`src/rtl/pipe_hazard_ctrl_if.sv`:
```
// rtl/pipe_hazard_ctrl_if.sv - ID-stage hazard inputs, pipeline control outputs and statistics of pipe_hazard_ctrl
interface pipe_hazard_ctrl_if #(
  parameter int CNT_W = 32
);
  logic             id_valid;
  logic [4:0]       id_rs1;
  logic [4:0]       id_rs2;
  logic             id_use_rs1;
  logic             id_use_rs2;
  logic [4:0]       id_rd;
  logic             id_reg_write;
  logic             id_is_ecall;
  logic             id_halt_cond;
  logic             pc_write;
  logic             if_id_write;
  logic             id_ex_bubble;
  logic             is_halted;
  logic [CNT_W-1:0] cycle_cnt;
  logic [CNT_W-1:0] stall_cnt;
  logic [CNT_W-1:0] retire_cnt;

  modport master (
    output id_valid, id_rs1, id_rs2, id_use_rs1, id_use_rs2,
           id_rd, id_reg_write, id_is_ecall, id_halt_cond,
    input  pc_write, if_id_write, id_ex_bubble, is_halted,
           cycle_cnt, stall_cnt, retire_cnt
  );

  modport slave (
    input  id_valid, id_rs1, id_rs2, id_use_rs1, id_use_rs2,
           id_rd, id_reg_write, id_is_ecall, id_halt_cond,
    output pc_write, if_id_write, id_ex_bubble, is_halted,
           cycle_cnt, stall_cnt, retire_cnt
  );
endinterface

```
`src/rtl/pipe_hazard_ctrl.sv`:
```
// rtl/pipe_hazard_ctrl.sv - RAW-hazard stall, halt drain and statistics controller for the 5-stage pipeline
module pipe_hazard_ctrl #(
  parameter bit WB_BYPASS    = 1'b0,
  parameter int DRAIN_CYCLES = 3,
  parameter int CNT_W        = 32
) (
  input logic               clk,
  input logic               reset,
  pipe_hazard_ctrl_if.slave bus
);
  localparam logic [1:0] ST_RUN    = 2'd0;
  localparam logic [1:0] ST_DRAIN  = 2'd1;
  localparam logic [1:0] ST_HALTED = 2'd2;

  typedef struct packed {
    logic       inst_v;
    logic       wr_v;
    logic [4:0] rd;
  } tag_t;

  logic [1:0]       state;
  logic [2:0]       drain_cnt;
  tag_t             ex_tag, mem_tag, wb_tag, ex_next;
  logic [CNT_W-1:0] cycle_q, stall_q, retire_q;
  logic             match_rs1, match_rs2, hazard, halt_acc, issue, in_run;

  function automatic logic tag_hit(input tag_t t, input logic [4:0] r);
    return t.wr_v && (t.rd == r);
  endfunction

  always_comb begin
    in_run    = (state == ST_RUN);
    match_rs1 = (bus.id_rs1 != 5'd0) &&
                (tag_hit(ex_tag, bus.id_rs1) || tag_hit(mem_tag, bus.id_rs1) ||
                 (!WB_BYPASS && tag_hit(wb_tag, bus.id_rs1)));
    match_rs2 = (bus.id_rs2 != 5'd0) &&
                (tag_hit(ex_tag, bus.id_rs2) || tag_hit(mem_tag, bus.id_rs2) ||
                 (!WB_BYPASS && tag_hit(wb_tag, bus.id_rs2)));
    hazard    = bus.id_valid && ((bus.id_use_rs1 && match_rs1) || (bus.id_use_rs2 && match_rs2));
    halt_acc  = in_run && bus.id_valid && bus.id_is_ecall && bus.id_halt_cond && !hazard;
    issue     = in_run && bus.id_valid && !hazard && !halt_acc;
    ex_next   = issue ? {1'b1, bus.id_reg_write && (bus.id_rd != 5'd0), bus.id_rd} : '0;
  end

  // Front end only advances in RUN without a stall; an empty ID slot still lets IF refill.
  always_comb begin
    bus.pc_write     = 1'b0;
    bus.if_id_write  = 1'b0;
    bus.id_ex_bubble = 1'b1;
    if (reset && in_run && !hazard && !halt_acc) begin
      bus.pc_write     = 1'b1;
      bus.if_id_write  = 1'b1;
      bus.id_ex_bubble = !bus.id_valid;
    end
  end

  always_ff @(posedge clk or negedge reset) begin
    if (!reset) begin
      state     <= ST_RUN;
      drain_cnt <= '0;
      ex_tag    <= '0;
      mem_tag   <= '0;
      wb_tag    <= '0;
      cycle_q   <= '0;
      stall_q   <= '0;
      retire_q  <= '0;
    end else begin
      wb_tag  <= mem_tag;
      mem_tag <= ex_tag;
      ex_tag  <= ex_next;

      case (state)
        ST_RUN: begin
          if (halt_acc) begin
            state     <= ST_DRAIN;
            drain_cnt <= 3'(DRAIN_CYCLES);
          end
        end
        ST_DRAIN: begin
          drain_cnt <= drain_cnt - 3'd1;
          if (drain_cnt == 3'd1) state <= ST_HALTED;
        end
        default: state <= ST_HALTED;
      endcase

      if (state != ST_HALTED && cycle_q != '1) cycle_q <= cycle_q + 1'b1;
      if (in_run && hazard && stall_q != '1)   stall_q <= stall_q + 1'b1;
      if (wb_tag.inst_v && retire_q != '1)     retire_q <= retire_q + 1'b1;
    end
  end

  assign bus.is_halted  = (state == ST_HALTED);
  assign bus.cycle_cnt  = cycle_q;
  assign bus.stall_cnt  = stall_q;
  assign bus.retire_cnt = retire_q;
endmodule
```
`src/flat_wrapper.sv`:
```
// flat-port wrapper written by rule: the top's interface ports become plain ports
module pipe_hazard_ctrl_flat 
#(
  parameter bit WB_BYPASS    = 1'b0,
  parameter int DRAIN_CYCLES = 3,
  parameter int CNT_W        = 32
)
  (clk, reset, bus_id_valid, bus_id_rs1, bus_id_rs2, bus_id_use_rs1, bus_id_use_rs2, bus_id_rd, bus_id_reg_write, bus_id_is_ecall, bus_id_halt_cond, bus_pc_write, bus_if_id_write, bus_id_ex_bubble, bus_is_halted, bus_cycle_cnt, bus_stall_cnt, bus_retire_cnt);
  pipe_hazard_ctrl_if #(.CNT_W(CNT_W)) bus_i ();
  input logic clk;
  input logic reset;
  input wire logic [$bits(bus_i.id_valid)-1:0] bus_id_valid;
  input wire logic [$bits(bus_i.id_rs1)-1:0] bus_id_rs1;
  input wire logic [$bits(bus_i.id_rs2)-1:0] bus_id_rs2;
  input wire logic [$bits(bus_i.id_use_rs1)-1:0] bus_id_use_rs1;
  input wire logic [$bits(bus_i.id_use_rs2)-1:0] bus_id_use_rs2;
  input wire logic [$bits(bus_i.id_rd)-1:0] bus_id_rd;
  input wire logic [$bits(bus_i.id_reg_write)-1:0] bus_id_reg_write;
  input wire logic [$bits(bus_i.id_is_ecall)-1:0] bus_id_is_ecall;
  input wire logic [$bits(bus_i.id_halt_cond)-1:0] bus_id_halt_cond;
  output wire logic [$bits(bus_i.pc_write)-1:0] bus_pc_write;
  output wire logic [$bits(bus_i.if_id_write)-1:0] bus_if_id_write;
  output wire logic [$bits(bus_i.id_ex_bubble)-1:0] bus_id_ex_bubble;
  output wire logic [$bits(bus_i.is_halted)-1:0] bus_is_halted;
  output wire logic [$bits(bus_i.cycle_cnt)-1:0] bus_cycle_cnt;
  output wire logic [$bits(bus_i.stall_cnt)-1:0] bus_stall_cnt;
  output wire logic [$bits(bus_i.retire_cnt)-1:0] bus_retire_cnt;
  assign bus_i.id_valid = bus_id_valid;
  assign bus_i.id_rs1 = bus_id_rs1;
  assign bus_i.id_rs2 = bus_id_rs2;
  assign bus_i.id_use_rs1 = bus_id_use_rs1;
  assign bus_i.id_use_rs2 = bus_id_use_rs2;
  assign bus_i.id_rd = bus_id_rd;
  assign bus_i.id_reg_write = bus_id_reg_write;
  assign bus_i.id_is_ecall = bus_id_is_ecall;
  assign bus_i.id_halt_cond = bus_id_halt_cond;
  assign bus_pc_write = bus_i.pc_write;
  assign bus_if_id_write = bus_i.if_id_write;
  assign bus_id_ex_bubble = bus_i.id_ex_bubble;
  assign bus_is_halted = bus_i.is_halted;
  assign bus_cycle_cnt = bus_i.cycle_cnt;
  assign bus_stall_cnt = bus_i.stall_cnt;
  assign bus_retire_cnt = bus_i.retire_cnt;
  pipe_hazard_ctrl #(.WB_BYPASS(WB_BYPASS), .DRAIN_CYCLES(DRAIN_CYCLES), .CNT_W(CNT_W)) u_core (.clk(clk), .reset(reset), .bus(bus_i));
endmodule
```
`config.mk`:
```
export PLATFORM = sky130hd
export DESIGN_NAME = pipe_hazard_ctrl_flat
export DESIGN_NICKNAME = d
export VERILOG_FILES = /design/src/rtl/pipe_hazard_ctrl_if.sv /design/src/rtl/pipe_hazard_ctrl.sv /design/src/flat_wrapper.sv
export SDC_FILE = /design/constraint.sdc
export NUM_CORES = 1
export LEC_CHECK = 0
export ABC_CLOCK_PERIOD_IN_PS = 3100
export CORE_UTILIZATION = 40
export DETAILED_ROUTE_END_ITERATION = 12
export PLACE_DENSITY = 0.78
export SLEW_MARGIN = 10
export SYNTH_ARGS = -nofsm -noshare
export SYNTH_HDL_FRONTEND = slang
export SYNTH_SLANG_ARGS = --single-unit
```
`constraint.sdc`:
```
create_clock -name clk -period 3.1 [get_ports clk]
set_input_delay 0.93 -clock clk [delete_from_list [all_inputs] [get_ports clk]]
set_output_delay 0.93 -clock clk [all_outputs]
set_load 0.05 [all_outputs]
```
Word level (Yosys, flattened, before mapping)
Cells that the tools add are included.
{"block": "totals", "register_bits": 122}
{"block": "op_classes", "addsub": 4, "n_eq_ne": 15, "mux": 8, "n_reduce_logical": 40}
{"op": "$add 32x1->32 const B", "count": 3}
{"op": "$ne 32x32->1 const B", "count": 3}
{"op": "$eq 5x5->1", "count": 6}
{"op": "$logic_and 1x1->1", "count": 25}
{"op": "$reduce_bool 5->1", "count": 3}
{"op": "$mux 7", "count": 1}
{"op": "$pmux 3 s2", "count": 1}
{"op": "$logic_or 1x1->1", "count": 5}
{"op": "$mux 2", "count": 2}
{"op": "$ne 2x1->1 const B", "count": 2}
{"op": "$pmux 2 s2", "count": 1}
{"op": "$reduce_and 2->1", "count": 2}
{"op": "$eq 3x1->1 const B", "count": 1}
{"op": "$logic_not 1->1", "count": 3}
{"op": "$mux 3", "count": 1}
{"op": "$sub 3x1->3 const B", "count": 1}
{"op": "$eq 2x1->1 const B", "count": 1}
{"op": "$eq 2x2->1 const B", "count": 1}
{"op": "$logic_not 2->1", "count": 1}
{"op": "$mux 1", "count": 2}
{"op": "$ne 2x2->1 const B", "count": 1}
{"op": "$reduce_bool 2->1", "count": 1}

Longest topological paths before layout
Gate-level depths: netlist (run 1).
{"block": "depth", "word_depth": 13, "mapped_depth": 9}

Least setup slack after synthesis (run 1)
OpenSTA, ideal clock, no wires.
{"block": "synth_timing", "kind": "in2out", "start": "in bus_id_rs2[0]", "end": "out bus_pc_write", "arrival_ns": 3.001, "required_ns": 2.170, "setup_slack_ns": -0.831, "path_stages": 5, "path_cell_list": "or4_1 -> o21ai_1 -> o221ai_1 -> a21oi_1 -> buf_4"}
{"block": "synth_between", "elab_chain_len": 13}
{"element": "start: declaration", "line_no": "flat_wrapper.sv:14", "rtl": "input wire logic [$bits(bus_i.id_rs2)-1:0] bus_id_rs2;"}
{"element": "$eq 5x5->1", "line_no": "pipe_hazard_ctrl.sv:28", "rtl": "return t.wr_v && (t.rd == r);"}
{"element": "$logic_and 1x1->1", "line_no": "pipe_hazard_ctrl.sv:28"}
{"element": "$logic_or 1x1->1 (2 in series)", "line_no": "pipe_hazard_ctrl.sv:37", "rtl": "(tag_hit(ex_tag, bus.id_rs2) || tag_hit(mem_tag, bus.id_rs2) ||"}
{"element": "$logic_and 1x1->1 (*)", "line_no": "pipe_hazard_ctrl.sv:36", "rtl": "match_rs2 = (bus.id_rs2 != 5'd0) &&"}
{"element": "$logic_and 1x1->1 (*)", "line_no": "pipe_hazard_ctrl.sv:39", "rtl": "hazard = bus.id_valid && ((bus.id_use_rs1 && match_rs1) || (bus.id_use_rs2 && match_rs2));"}
{"element": "$logic_or 1x1->1 (*)", "line_no": "pipe_hazard_ctrl.sv:39"}
{"element": "$logic_and 1x1->1 (*)", "line_no": "pipe_hazard_ctrl.sv:39"}
{"element": "$logic_not 1->1 (*)", "line_no": "pipe_hazard_ctrl.sv:40, pipe_hazard_ctrl.sv:50"}
{"element": "$logic_and 1x1->1", "line_no": "pipe_hazard_ctrl.sv:40", "rtl": "halt_acc = in_run && bus.id_valid && bus.id_is_ecall && bus.id_halt_cond && !hazard;"}
{"element": "$logic_not 1->1", "line_no": "pipe_hazard_ctrl.sv:50", "rtl": "if (reset && in_run && !hazard && !halt_acc) begin"}
{"element": "$logic_and 1x1->1 (*)", "line_no": "pipe_hazard_ctrl.sv:50"}
{"element": "$mux 1 (*)"}
{"element": "end: declaration", "line_no": "flat_wrapper.sv:21", "rtl": "output wire logic [$bits(bus_i.pc_write)-1:0] bus_pc_write;"}
Every way passes the cells marked *; elsewhere a longest branch is shown, timed or not.

Worst setup path in the final report (run 1)
{"block": "layout_timing", "start": "in bus_id_rs1[4]", "end": "out bus_id_ex_bubble"}
{"block": "layout_between", "elab_chain_len": 13}
{"element": "start: declaration", "line_no": "flat_wrapper.sv:13", "rtl": "input wire logic [$bits(bus_i.id_rs1)-1:0] bus_id_rs1;"}
{"element": "$eq 5x5->1", "line_no": "pipe_hazard_ctrl.sv:28"}
{"element": "$logic_and 1x1->1", "line_no": "pipe_hazard_ctrl.sv:28"}
{"element": "$logic_or 1x1->1 (2 in series)", "line_no": "pipe_hazard_ctrl.sv:34", "rtl": "(tag_hit(ex_tag, bus.id_rs1) || tag_hit(mem_tag, bus.id_rs1) ||"}
{"element": "$logic_and 1x1->1 (*)", "line_no": "pipe_hazard_ctrl.sv:33", "rtl": "match_rs1 = (bus.id_rs1 != 5'd0) &&"}
{"element": "$logic_and 1x1->1 (*)", "line_no": "pipe_hazard_ctrl.sv:39"}
{"element": "$logic_or 1x1->1 (*)", "line_no": "pipe_hazard_ctrl.sv:39"}
{"element": "$logic_and 1x1->1 (*)", "line_no": "pipe_hazard_ctrl.sv:39"}
{"element": "$logic_not 1->1 (*)", "line_no": "pipe_hazard_ctrl.sv:40, pipe_hazard_ctrl.sv:50"}
{"element": "$logic_and 1x1->1", "line_no": "pipe_hazard_ctrl.sv:40"}
{"element": "$logic_not 1->1", "line_no": "pipe_hazard_ctrl.sv:50"}
{"element": "$logic_and 1x1->1 (*)", "line_no": "pipe_hazard_ctrl.sv:50"}
{"element": "$mux 1 (*)", "line_no": "pipe_hazard_ctrl.sv:50"}
{"element": "end: declaration", "line_no": "flat_wrapper.sv:23", "rtl": "output wire logic [$bits(bus_i.id_ex_bubble)-1:0] bus_id_ex_bubble;"}
Marks and branches as above.

==> key figures, run 1 <==
Worst setup path
  • Reg2reg start: u_core.ex_tag[1]$_DFF_PN0_
  • Reg2Reg Depth: 9
  • Crit Path Max Fanout: 4
  • CP Launch Type: primary input
  • Worst path arrival time: between 2 and 2.5 ns
  • Crit path kind: in -> out
  • Register-to-register setup slack: 0.66 ns
  • CP required: 2.17 ns
  • Worst flop-to-flop path endpoint: u_core.bus.stall_cnt[13]$_DFFE_PN0P_
  • CP Capture Type: output port

Yosys
  • Mapped Nets: 536
  • Ys flop type: dfrtp_1
  • Count leader, synth: dfrtp_1
  • Post-Synth Adder-Cell Area: 0.0111
  • Yosys top cell area share: 0.539
  • Ys Warns: 0
  • Synth Register Bits: approximately 120
  • Post-synthesis mux area share: 0.00398
  • Synth area leader: dfrtp_1
  • Ys async rst share: 1.00
  • Xor and xnor area share after synthesis: 0.192
  • Post-synthesis compound-gate area fraction: 0.0323
  • Top post-synthesis cells by count: dfrtp_1, xnor2_1, xor2_1
  • Number of synthesized flops with an enable pin: 0
  • Avg Cell Area, Syn: 11.1 µm²
  • Mapped Area: 5660 µm²
  • Sequential fraction of the synthesis area: 0.539
  • Main combinational cell family by area after synthesis: simple AND/OR/NAND/NOR gates
  • Simple-gate portion of the synthesized area: 0.211
  • Synth Instances: 508
  • Synth cell types: 49
  • Synth top area cells: dfrtp_1, xnor2_1, xor2_1, nand4_1, nand2_1

Die
  • # IOs: 123
  • Core box area: 13,800 µm²
  • Overall die width: about 120 µm
  • Die area: between 10,000 and 15,000 µm²
  • Row count: 43
  • Initial Utilization: 0.409
  • Die height: 121 µm

Routing
  • Drt initial violations: 204
  • Post-route ant nets: 0
  • Final WL: 13.1 mm
  • Vias: 4,423
  • Vias per inst: 5.13
  • DRC viols: 0
  • WL/cell: 15.2 µm
  • First-pass iteration count of the detailed router: 4

Hold path
  • Min-Delay Path Depth: 0
  • Worst hold path type: reg -> reg
  • Hold Startpoint: u_core.mem_tag[6]$_DFF_PN0_
  • WHS Endpoint: u_core.wb_tag[6]$_DFF_PN0_

Place
  • IO buf count: 122
  • Setup WS pre-CTS: -0.820 ns
  • Placed inst area: 7300 µm²
  • HPWL after DPL: ~9.7 mm
  • Routability congestion estimate: 0.868

Global routing
  • Global-route usage over all layers: 0.194
  • GR Util met3: 0.0508
  • Initial antenna violation count: 0
  • Global routing's busiest layer: met2
  • GRT met2 Usage: 0.323
  • Largest net degree at the start of global routing: 64
  • Total gr overflow: 0
  • First-pass GRT wire length: 21.9 mm
  • Number of global-route vias before repair: around 4,500
  • Met1 layer usage reported by global route: 0.235

Clock tree
  • Number of buffers created by CTS: 17
  • Bufs on Longest Clock Path: 2
  • H-tree depth: 4
  • CTS tree: done
  • Clk root buf: clkbuf_16
  • Clock tree sinks: 122
  • Clock Latency Late Sink: about 0.4 ns
  • Clock Pin Slew Worst Setup and Hold Paths: 0.05 ns
  • CTS hold repair buffers: 0

Cells and area
  • Core Util, Final: 0.577
  • Final instance area: 7980 µm²
  • Synth-to-Final Area Change: 40.9%
  • Number of diodes: 0
  • Multi-input gate area: 2640 µm²
  • Fillcell total: 1,139
  • Register area: 3050 µm²
  • Layout Nets: 699
  • Share of cells above drive strength 1: 0.141

STA
  • RSZ-0062 raised after global routing: yes
  • Fin crit share: 1.09
  • Max-slew violation count: 0
  • Post-route worst setup slack: -0.278 ns
  • Clk_skew: roughly 0.011 ns
  • Final Critical Period: 3.38 ns
  • Slew margin rel.: 0.463
  • Slew @ Worst Pin: 0.805 ns
  • Fmax: 0.296 GHz
  • Setup TNS: -0.759 ns
  • Hold Fails Final Rpt: 0
  • Final setup fails: 3

Power
  • Clk network pwr share: 0.537
  • Internal Power: 0.00294 W
  • Tot Pwr: 0.00368 W
  • P_sw: 0.000737 W
  • Static Leak: 3.53 nW
  • Max VDD drop: 0.000341 V
  • Switching share of power: 0.201
  • Sequential share of power: 0.434
  • Pwr dens: approximately 460 nW/µm²
  • Combinational share of power: 0.029

Status
  • Status: complete, but fails checks
  • Failing checks: negative setup slack

Run
  • Max cap viols: 0
## area by class of cell
cell class	instances	area share
Multi-Input combinational cell	373	0.331
Tap cell	180	0.0282
Inverter	10	0.00471
Clock inverter	8	0.0149
Sequential cell	122	0.383
Clock buffer	23	0.0587
Timing Repair Buffer	147	0.179
## cells in the final DEF, fill, tap and decap left out, types with 4 or more instances in the layout
cell	instances
a21oi_1	4
and2_1	8
and3_1	23
buf_4	29
clkbuf_1	4
clkbuf_16	17
clkdlybuf4s50_1	108
clkinv_2	4
dfrtp_1	122
ha_1	5
inv_1	10
nand2_1	46
nand3_1	32
nand4_1	30
nor2_1	33
nor2b_1	4
nor3_1	10
nor4_1	6
nor4_2	4
xnor2_1	76
xor2_1	45
## power groups by stage
| stage | logic, W | clock network [W] | registers (W) |
|---|---|---|---|
| 3_3_place_gp | 0.0000997 | 0 | 0.00162 |
| 6_report | 0.000108 | 0.00197 | 0.00159 |
| 3_5_place_dp | 0.000102 | 0 | 0.00162 |
| 5_1_grt | 0.000120 | 0.00208 | 0.00159 |
| 4_1_cts | 0.000103 | 0.00201 | 0.00159 |
| 2_1_floorplan | 0.0000193 | 0 | 0.00162 |
## flip-flops by register name, summed over array words and instances, names as in the netlist
register	count
u_core.bus.cycle_cnt	32
u_core.bus.retire_cnt	32
u_core.bus.stall_cnt	32
u_core.drain_cnt	3
u_core.ex_tag	7
u_core.mem_tag	7
u_core.state	2
u_core.wb_tag	7
## worst max path at each step
stage,from,to,slack (ns),cells after the start
after floorplan,bus_id_rs1[0],bus_pc_write,-0.21,5
after global placement,bus_id_rs1[3],bus_id_ex_bubble,-0.79,8
after detailed placement,bus_id_rs2[4],bus_id_ex_bubble,-0.82,8
after CTS,bus_id_rs1[3],bus_id_ex_bubble,-0.28,6
after global routing,bus_id_rs1[4],bus_id_ex_bubble,-0.35,8
final,bus_id_rs1[4],bus_id_ex_bubble,-0.28,8
## worst max-delay path: stages
cell and delay, ns:
buf_4 0.14, xor2_1 0.16, nor4_1 0.08, and3_1 0.17, nor3_2 0.27, o221ai_2 0.16, or3_4 0.39, buf_8 0.16
## layer usage
metal / wire [µm] / vias up
met5: 0 / -
li1: - / 2094
met1: 5750 / 2184
met3: 541 / 26
met4: 299 / 0
met2: 6550 / 119
## logic make-up (layout without fill, tap and decap cells)
group / Yosys count / count (layout)
compound gates: 23 / 23
mux: 2 / 2
xor+xnor: 124 / 124
simple gates: 219 / 219
buf+inv: 13 / 188
flops: 122 / 122
fa+ha+maj: 5 / 5
## metrics by stage
step / cells / hold WS (ns)
2_1_floorplan: 508 / 0.331
3_3_place_gp: 830 / 0.351
3_5_place_dp: 830 / 0.352
4_1_cts: 862 / 0.364
5_1_grt: 863 / 0.364
6_report: 863 / 0.360
## what timing repair did
| item | in CTS | in global routing |
|---|---|---|
| endpoints found under the setup margin | 3 | 3 |
| pin swaps | 14 | 11 |
| endpoints found under the hold margin | 0 | 0 |
| resized for setup | 56 | 14 |
| buffers inserted | 1 | 1 |
Power figures use the tool's default switching activity.
==> run 2: changes to the inputs <==
--- a/config.mk
+++ b/config.mk
@@ -6,6 +6,7 @@
 export NUM_CORES = 1
 export LEC_CHECK = 0
 export ABC_CLOCK_PERIOD_IN_PS = 3100
+export CORE_MARGIN = 4
 export CORE_UTILIZATION = 40
 export DETAILED_ROUTE_END_ITERATION = 12
 export PLACE_DENSITY = 0.78
==> run 2 against run 1 <==
  * The flow still finishes with violations (negative setup slack)
  * Die area is 10% higher
  * Utilization grew 0.82 points
  * Setup slack worse by 0.012 ns
  * Sequential cell count is the same
  * First-iteration DRC count up 29%
  * Count of clock-buffer cells in the layout shrank 3
  * Power up 9.5%
  * Clock power increased by 18%
  * Register-to-register slack gained 0.10 ns
  * Critical path type unchanged
  * Critical endpoint unchanged
  * Largest cell class unchanged
==> key figures, run 2 (synthesis gave the netlist of run 1 again) <==
STA
  • Post-route worst setup slack: -0.290 ns (-0.0121 ns)
  • Final setup fails: 3 (unchanged)
  • RSZ-0062 raised after global routing: yes
  • Final Critical Period: 3.39 ns (+0.0121 ns)
  • Fin crit share: 1.09 (+0.00389)
  • Slew margin rel.: 0.439 (-0.0248)
  • Hold Fails Final Rpt: 0 (unchanged)
  • Fmax: 0.295 GHz (-0.36%)
  • Hold slack: 0.361 ns (+0.00115 ns)
  • Setup TNS: -0.847 ns (-0.0881 ns)
  • Max-slew violation count: 0 (unchanged)
  • Clk_skew: 0.00609 ns (-0.00445 ns)
  • Slew @ Worst Pin: 0.842 ns (+0.0372 ns)

Worst setup path
  • Reg2reg start: u_core.mem_tag[0]$_DFF_PN0_
  • CP required: 2.17 ns (about the same)
  • Critical-path top delay cell: or4_4
  • Worst path arrival time: 2.46 ns (about the same)
  • Crit path kind: in -> out
  • Crit Path Max Fanout: 4 (unchanged)
  • CP Launch Type: primary input
  • CP Capture Type: output port
  • Worst stage delay on the critical path: 0.54 ns (+0.15 ns)
  • Worst flop-to-flop path endpoint: u_core.bus.stall_cnt[20]$_DFFE_PN0P_
  • Register-to-register setup slack: 0.76 ns (+0.10 ns)
  • Most frequent cell on the critical path: buf_8
  • CP Cell Sequence: buf_8, or4_4, o21ai_4, o221ai_2, or3_4, buf_8
  • Reg2Reg Depth: 10 (+1)

Routing
  • Post-route ant nets: 0 (unchanged)
  • Final WL: 13.2 mm (+0.90%)
  • First-pass iteration count of the detailed router: 4 (unchanged)
  • Vias per inst: 5.12 (-0.13%)
  • Vias: 4,448 (+0.57%)
  • Drt initial violations: 264 (+29%)
  • WL/cell: 15.2 µm (+0.20%)
  • DRC viols: 0 (unchanged)

Clock tree
  • Clock tree sinks: 122 (unchanged)
  • Number of buffers created by CTS: 17 (unchanged)
  • CTS tree: done
  • Bufs on Longest Clock Path: 2 (unchanged)
  • CTS hold repair buffers: 0 (unchanged)
  • Clock Latency Late Sink: 0.41 ns (about the same)
  • Clock Pin Slew Worst Setup and Hold Paths: 0.05 ns (about the same)
  • Clk root buf: clkbuf_16
  • H-tree depth: 4 (unchanged)

Run
  • Max cap viols: 0 (unchanged)

Cells and area
  • Most frequent cells in the layout: dfrtp_1, clkdlybuf4s50_1, xnor2_1
  • Synth-to-Final Area Change: 43.5%
  • Non-Filler Instances: 869 (+0.70%)
  • Number of diodes: 0 (unchanged)
  • Final instance area: 8120 µm² (+1.8%)
  • Most common cell after layout, fill and taps aside: dfrtp_1
  • Layout Nets: 704 (+0.72%)
  • Share of cells above drive strength 1: 0.152 (+0.0118)

Global routing
  • Number of global-route vias before repair: 4,470 (-1.7%)
  • Largest net degree at the start of global routing: 69 (+7.8%)
  • Global-route usage over all layers: 0.167 (-0.0261)
  • First-pass GRT wire length: 21.7 mm (-0.85%)
  • Total gr overflow: 0 (unchanged)
  • Initial antenna violation count: 0 (unchanged)

Place
  • IO buf count: 122 (unchanged)
  • Setup WS pre-CTS: -0.853 ns (-0.0333 ns)
  • Placed Cells: 832 (+0.24%)
  • Routability congestion estimate: 0.864 (-0.46%)
  • HPWL after DPL: 9.56 mm (-1.2%)
  • Placed inst area: 7310 µm² (+0.21%)

Die
  • Overall die width: 127 µm (+5.0%)
  • Die height: 127 µm (+5.0%)
  • Initial Utilization: 0.408 (-0.00159)
  • Core box area: 13,900 µm² (+0.39%)
  • Row count: 43 (unchanged)
  • Die area: 16,100 µm² (+10%)
  • # IOs: 123 (unchanged)

Power
  • Sequential share of power: 0.396 (-0.038)
  • Switching share of power: 0.188 (-0.0128)
  • P_sw: 0.000756 W (+2.6%)
  • Combinational share of power: 0.027 (-0.002)
  • Static Leak: 3.61 nW (+2.3%)
  • Max VDD drop: 0.000281 V (-18%)
  • Clk network pwr share: 0.577 (+0.040)
  • Pwr dens: 496 nW/µm² (+7.6%)
  • Internal Power: 0.00327 W (+11%)

Hold path
  • Worst hold path type: reg -> reg
  • Min-Delay Path Depth: 0 (unchanged)
  • Hold Startpoint: u_core.ex_tag[6]$_DFF_PN0_
  • WHS Endpoint: u_core.mem_tag[6]$_DFF_PN0_

Status
  • Failing checks: negative setup slack
  • Status: complete, but fails checks
==> run 2: cell count changes in the layout (fill, tap and decap cells not counted), sizes merged <==
cell	delta
clkbuf	-4
bufinv	+4
buf	+6
==> run 2: worst max path at each step <==
| stage | startpoint | to | slack [ns] | cells after the start |
|---|---|---|---|---|
| final | bus_id_rs2[3] | bus_id_ex_bubble | -0.29 | 6 |
| after global routing | bus_id_rs2[3] | bus_id_ex_bubble | -0.33 | 6 |
| after CTS | bus_id_rs1[3] | bus_id_ex_bubble | -0.27 | 6 |
| after detailed placement | bus_id_rs2[2] | bus_id_ex_bubble | -0.85 | 8 |
| after global placement | bus_id_rs2[2] | bus_id_ex_bubble | -0.78 | 8 |
| after floorplan | bus_id_rs1[0] | bus_pc_write | -0.21 | 5 |
==> run 2: through the flow <==
step           power, W  utilization
6_report        0.00403        0.585
3_5_place_dp    0.00173        0.527
2_1_floorplan   0.00164            -
5_1_grt         0.00416        0.585
4_1_cts         0.00407        0.580
3_3_place_gp    0.00172        0.527
==> run 2: cell type report <==
cell class / instances / area [µm²]
fill: 1121 / 5760
timing repair buffer: 152 / 1460
clock inverter: 12 / 243
sequential: 122 / 3050
inverter: 10 / 37.5
multi-input combinational: 373 / 2650
tap: 180 / 225
clock buffer: 20 / 457
==> run 2: worst max-delay path, delay by kind of cell <==
kind	cells	cell delay [ns]
and+or+nand+nor	2	0.93
AOI/OAI and AO/OA	2	0.33
buffers and inverters	2	0.27
==> run 2: routing by layer <==
layer | global-route usage | vias to the layer above | wire length [µm]
met5 | 0 | - | 0
met4 | 0.0669 | 0 | 202
met3 | 0.0455 | 26 | 755
met2 | 0.277 | 137 | 6780
met1 | 0.208 | 2181 | 5510
li1 | - | 2104 | -
==> run 2: repair_timing <==
| action | 4_1_cts | 5_1_grt |
|---|---|---|
| cloned | 0 | 0 |
| buffers inserted | 1 | 4 |
| endpoints found under the setup margin | 3 | 3 |
| gates resized for setup | 60 | 7 |
| pin swaps | 15 | 11 |
==> run 2: power groups by stage <==
stage               Clock (W)  Combinational [W]  Sequential [W]
finish                0.00232           0.000108         0.00159
global route          0.00245           0.000121         0.00159
CTS                   0.00237           0.000107         0.00159
detailed placement          0           0.000103         0.00162
global placement            0          0.0000991         0.00162
floorplan                   0          0.0000193         0.00162
==> run 3: changes to the inputs <==
--- a/config.mk
+++ b/config.mk
@@ -9,6 +9,7 @@
 export CORE_MARGIN = 4
 export CORE_UTILIZATION = 40
 export DETAILED_ROUTE_END_ITERATION = 12
+export MAX_ROUTING_LAYER = met4
 export PLACE_DENSITY = 0.78
 export SLEW_MARGIN = 10
 export SYNTH_ARGS = -nofsm -noshare
==> run 3 against run 2 <==
  * The flow still finishes with violations (negative setup slack)
  * Setup slack improved by 0.00061 ns
  * Count of clock-buffer cells in the layout did not move
  * Routed wire length fell by 0.18%
  * Sequential power barely moved
  * Register-to-register slack barely moved
  * Maximum frequency barely moved
  * First-iteration DRC count fell by 0.38%
  * Utilization did not move
  * Critical path depth did not move
  * Largest cell class unchanged
  * Largest power group unchanged
  * Highest routed layer unchanged
==> key figures, run 3 (synthesis gave the netlist of run 1 again) <==
Cells and area
  • Layout Nets: 704 (unchanged)
  • Most common cell after layout, fill and taps aside: dfrtp_1
  • Share of cells above drive strength 1: 0.152 (unchanged)
  • Fillcell total: 1,121 (unchanged)
  • Non-Filler Instances: 869 (unchanged)
  • Number of diodes: 0 (unchanged)
  • Most frequent cells in the layout: dfrtp_1, clkdlybuf4s50_1, xnor2_1
  • Synth-to-Final Area Change: 43.5% (unchanged)
  • Core Util, Final: 0.585 (unchanged)

Power
  • Static Leak: 3.61 nW (unchanged)
  • Tot Pwr: 0.00402 W (about the same)
  • Max VDD drop: 0.000280 V (-0.28%)
  • Pwr dens: 496 nW/µm² (about the same)

Worst setup path
  • CP required: 2.17 ns (about the same)
  • Crit Path Max Fanout: 4 (unchanged)
  • Most frequent cell on the critical path: buf_8
  • Worst stage delay on the critical path: 0.54 ns (about the same)
  • CP Capture Type: output port
  • Cell class contributing the biggest share of worst-path delay: simple AND/OR/NAND/NOR gates
  • Worst path arrival time: 2.46 ns (about the same)
  • Reg2reg start: u_core.mem_tag[0]$_DFF_PN0_
  • Crit path from: bus_id_rs2[3]
  • CP Cell Sequence: buf_8, or4_4, o21ai_4, o221ai_2, or3_4, buf_8
  • Crit path kind: in -> out
  • Critical-path top delay cell: or4_4
  • CP Launch Type: primary input
  • WP buf/inv: 2 (unchanged)

STA
  • Fmax: 0.295 GHz (about the same)
  • Final setup fails: 3 (unchanged)
  • RSZ-0062 raised after global routing: yes
  • Clk_skew: 0.00530 ns (-0.000790 ns)
  • Max-slew violation count: 0 (unchanged)
  • Final Critical Period: 3.39 ns (-0.000606 ns)
  • Post-route worst setup slack: -0.289 ns (+0.000606 ns)
  • Slew margin rel.: 0.437 (-0.00171)
  • Slew @ Worst Pin: 0.845 ns (+0.00257 ns)
  • Fin crit share: 1.09 (about the same)
  • Hold Fails Final Rpt: 0 (unchanged)
  • Setup TNS: -0.848 ns (-0.00148 ns)
  • Hold slack: 0.359 ns (-0.00191 ns)

Status
  • Failing checks: negative setup slack
  • Status: complete, but fails checks

Hold path
  • Worst hold path type: reg -> reg
  • Hold Startpoint: u_core.ex_tag[6]$_DFF_PN0_

Die
  • # IOs: 123 (unchanged)
  • Die height: 127 µm (unchanged)
  • Core box area: 13,900 µm² (unchanged)
  • Row count: 43 (unchanged)
  • Initial Utilization: 0.408 (unchanged)
  • Die area: 16,100 µm² (unchanged)
  • Overall die width: 127 µm (unchanged)

Place
  • Routability congestion estimate: 0.878 (+1.6%)
  • Placed Cells: 832 (unchanged)
  • HPWL after DPL: 9.56 mm (unchanged)
  • IO buf count: 122 (unchanged)

Routing
  • First-pass iteration count of the detailed router: 4 (unchanged)
  • Post-route ant nets: 0 (unchanged)
  • Drt initial violations: 263 (-0.38%)
  • DRC viols: 0 (unchanged)
  • Vias: 4,439 (-0.20%)
  • Final WL: 13.2 mm (-0.18%)
  • Vias per inst: 5.11 (-0.20%)
  • WL/cell: 15.2 µm (-0.18%)

Clock tree
  • Clock Latency Late Sink: 0.41 ns (about the same)
  • Number of buffers created by CTS: 17 (unchanged)
  • Clock Pin Slew Worst Setup and Hold Paths: 0.05 ns (about the same)
  • H-tree depth: 4 (unchanged)
  • CTS hold repair buffers: 0 (unchanged)
  • Clock tree sinks: 122 (unchanged)
  • Bufs on Longest Clock Path: 2 (unchanged)
  • Clk root buf: clkbuf_16
  • CTS tree: done

Global routing
  • Initial antenna violation count: 0 (unchanged)
  • Largest net degree at the start of global routing: 69 (unchanged)
  • Global-route usage over all layers: 0.172 (+0.00499)
  • Total gr overflow: 0 (unchanged)
  • Number of global-route vias before repair: 4,479 (+0.20%)
  • First-pass GRT wire length: 21.7 mm (about the same)

Run
  • Max cap viols: 0 (unchanged)
==> run 3: cell counts in the layout (fill, tap and decap cells not counted) <==
No cell type changed its count.
==> run 3: worst paths after layout <==
check | to | slack (ns) | depth (start not counted)
min reg2reg | u_core.mem_tag[6]$_DFF_PN0_ | 0.36 | 0
min | u_core.mem_tag[6]$_DFF_PN0_ | 0.36 | 0
max in group asynchronous | u_core.bus.stall_cnt[7]$_DFFE_PN0P_ | 1.08 | 3
max reg2reg | u_core.bus.stall_cnt[20]$_DFFE_PN0P_ | 0.76 | 10
max | bus_id_ex_bubble | -0.29 | 6
min in group asynchronous | u_core.bus.cycle_cnt[2]$_DFFE_PN0P_ | 0.69 | 2
==> run 3: power by group <==
part	switching (W)	internal (W)	total [W]
registers	0	0.00159	0.00159
logic	0.0000620	0.0000462	0.000108
clock network	0.000694	0.00163	0.00232
total	0.000756	0.00327	0.00402
==> run 3: final cells by class <==
type	instances	area (µm²)	share of cell area
sequential	122	3050	0.376
multi-input combinational	373	2650	0.326
inverter	10	37.5	0.00462
clock inverter	12	243	0.0299
tap	180	225	0.0277
timing repair buffer	152	1460	0.180
clock buffer	20	457	0.0562
==> run 3: metrics by stage <==
step	cell area (µm²)	setup slack (ns)
floorplan	5690	-0.209
global placement	7310	-0.780
detailed placement	7310	-0.853
CTS	8050	-0.270
global route	8120	-0.334
finish	8120	-0.289
==> run 3: routing by layer <==
| layer | GRT usage | wire, µm | up-vias |
|---|---|---|---|
| met2 | 0.278 | 6710 | 136 |
| met3 | 0.0434 | 723 | 30 |
| met4 | 0.0650 | 241 | 0 |
| met1 | 0.210 | 5550 | 2167 |
| met5 | - | 0 | - |
| li1 | - | - | 2106 |
==> run 3: timing repair <==
item | in CTS | in global routing
gates resized for setup | 60 | 7
endpoints found under the setup margin | 3 | 3
setup buffers | 1 | 4
pin swaps | 15 | 11
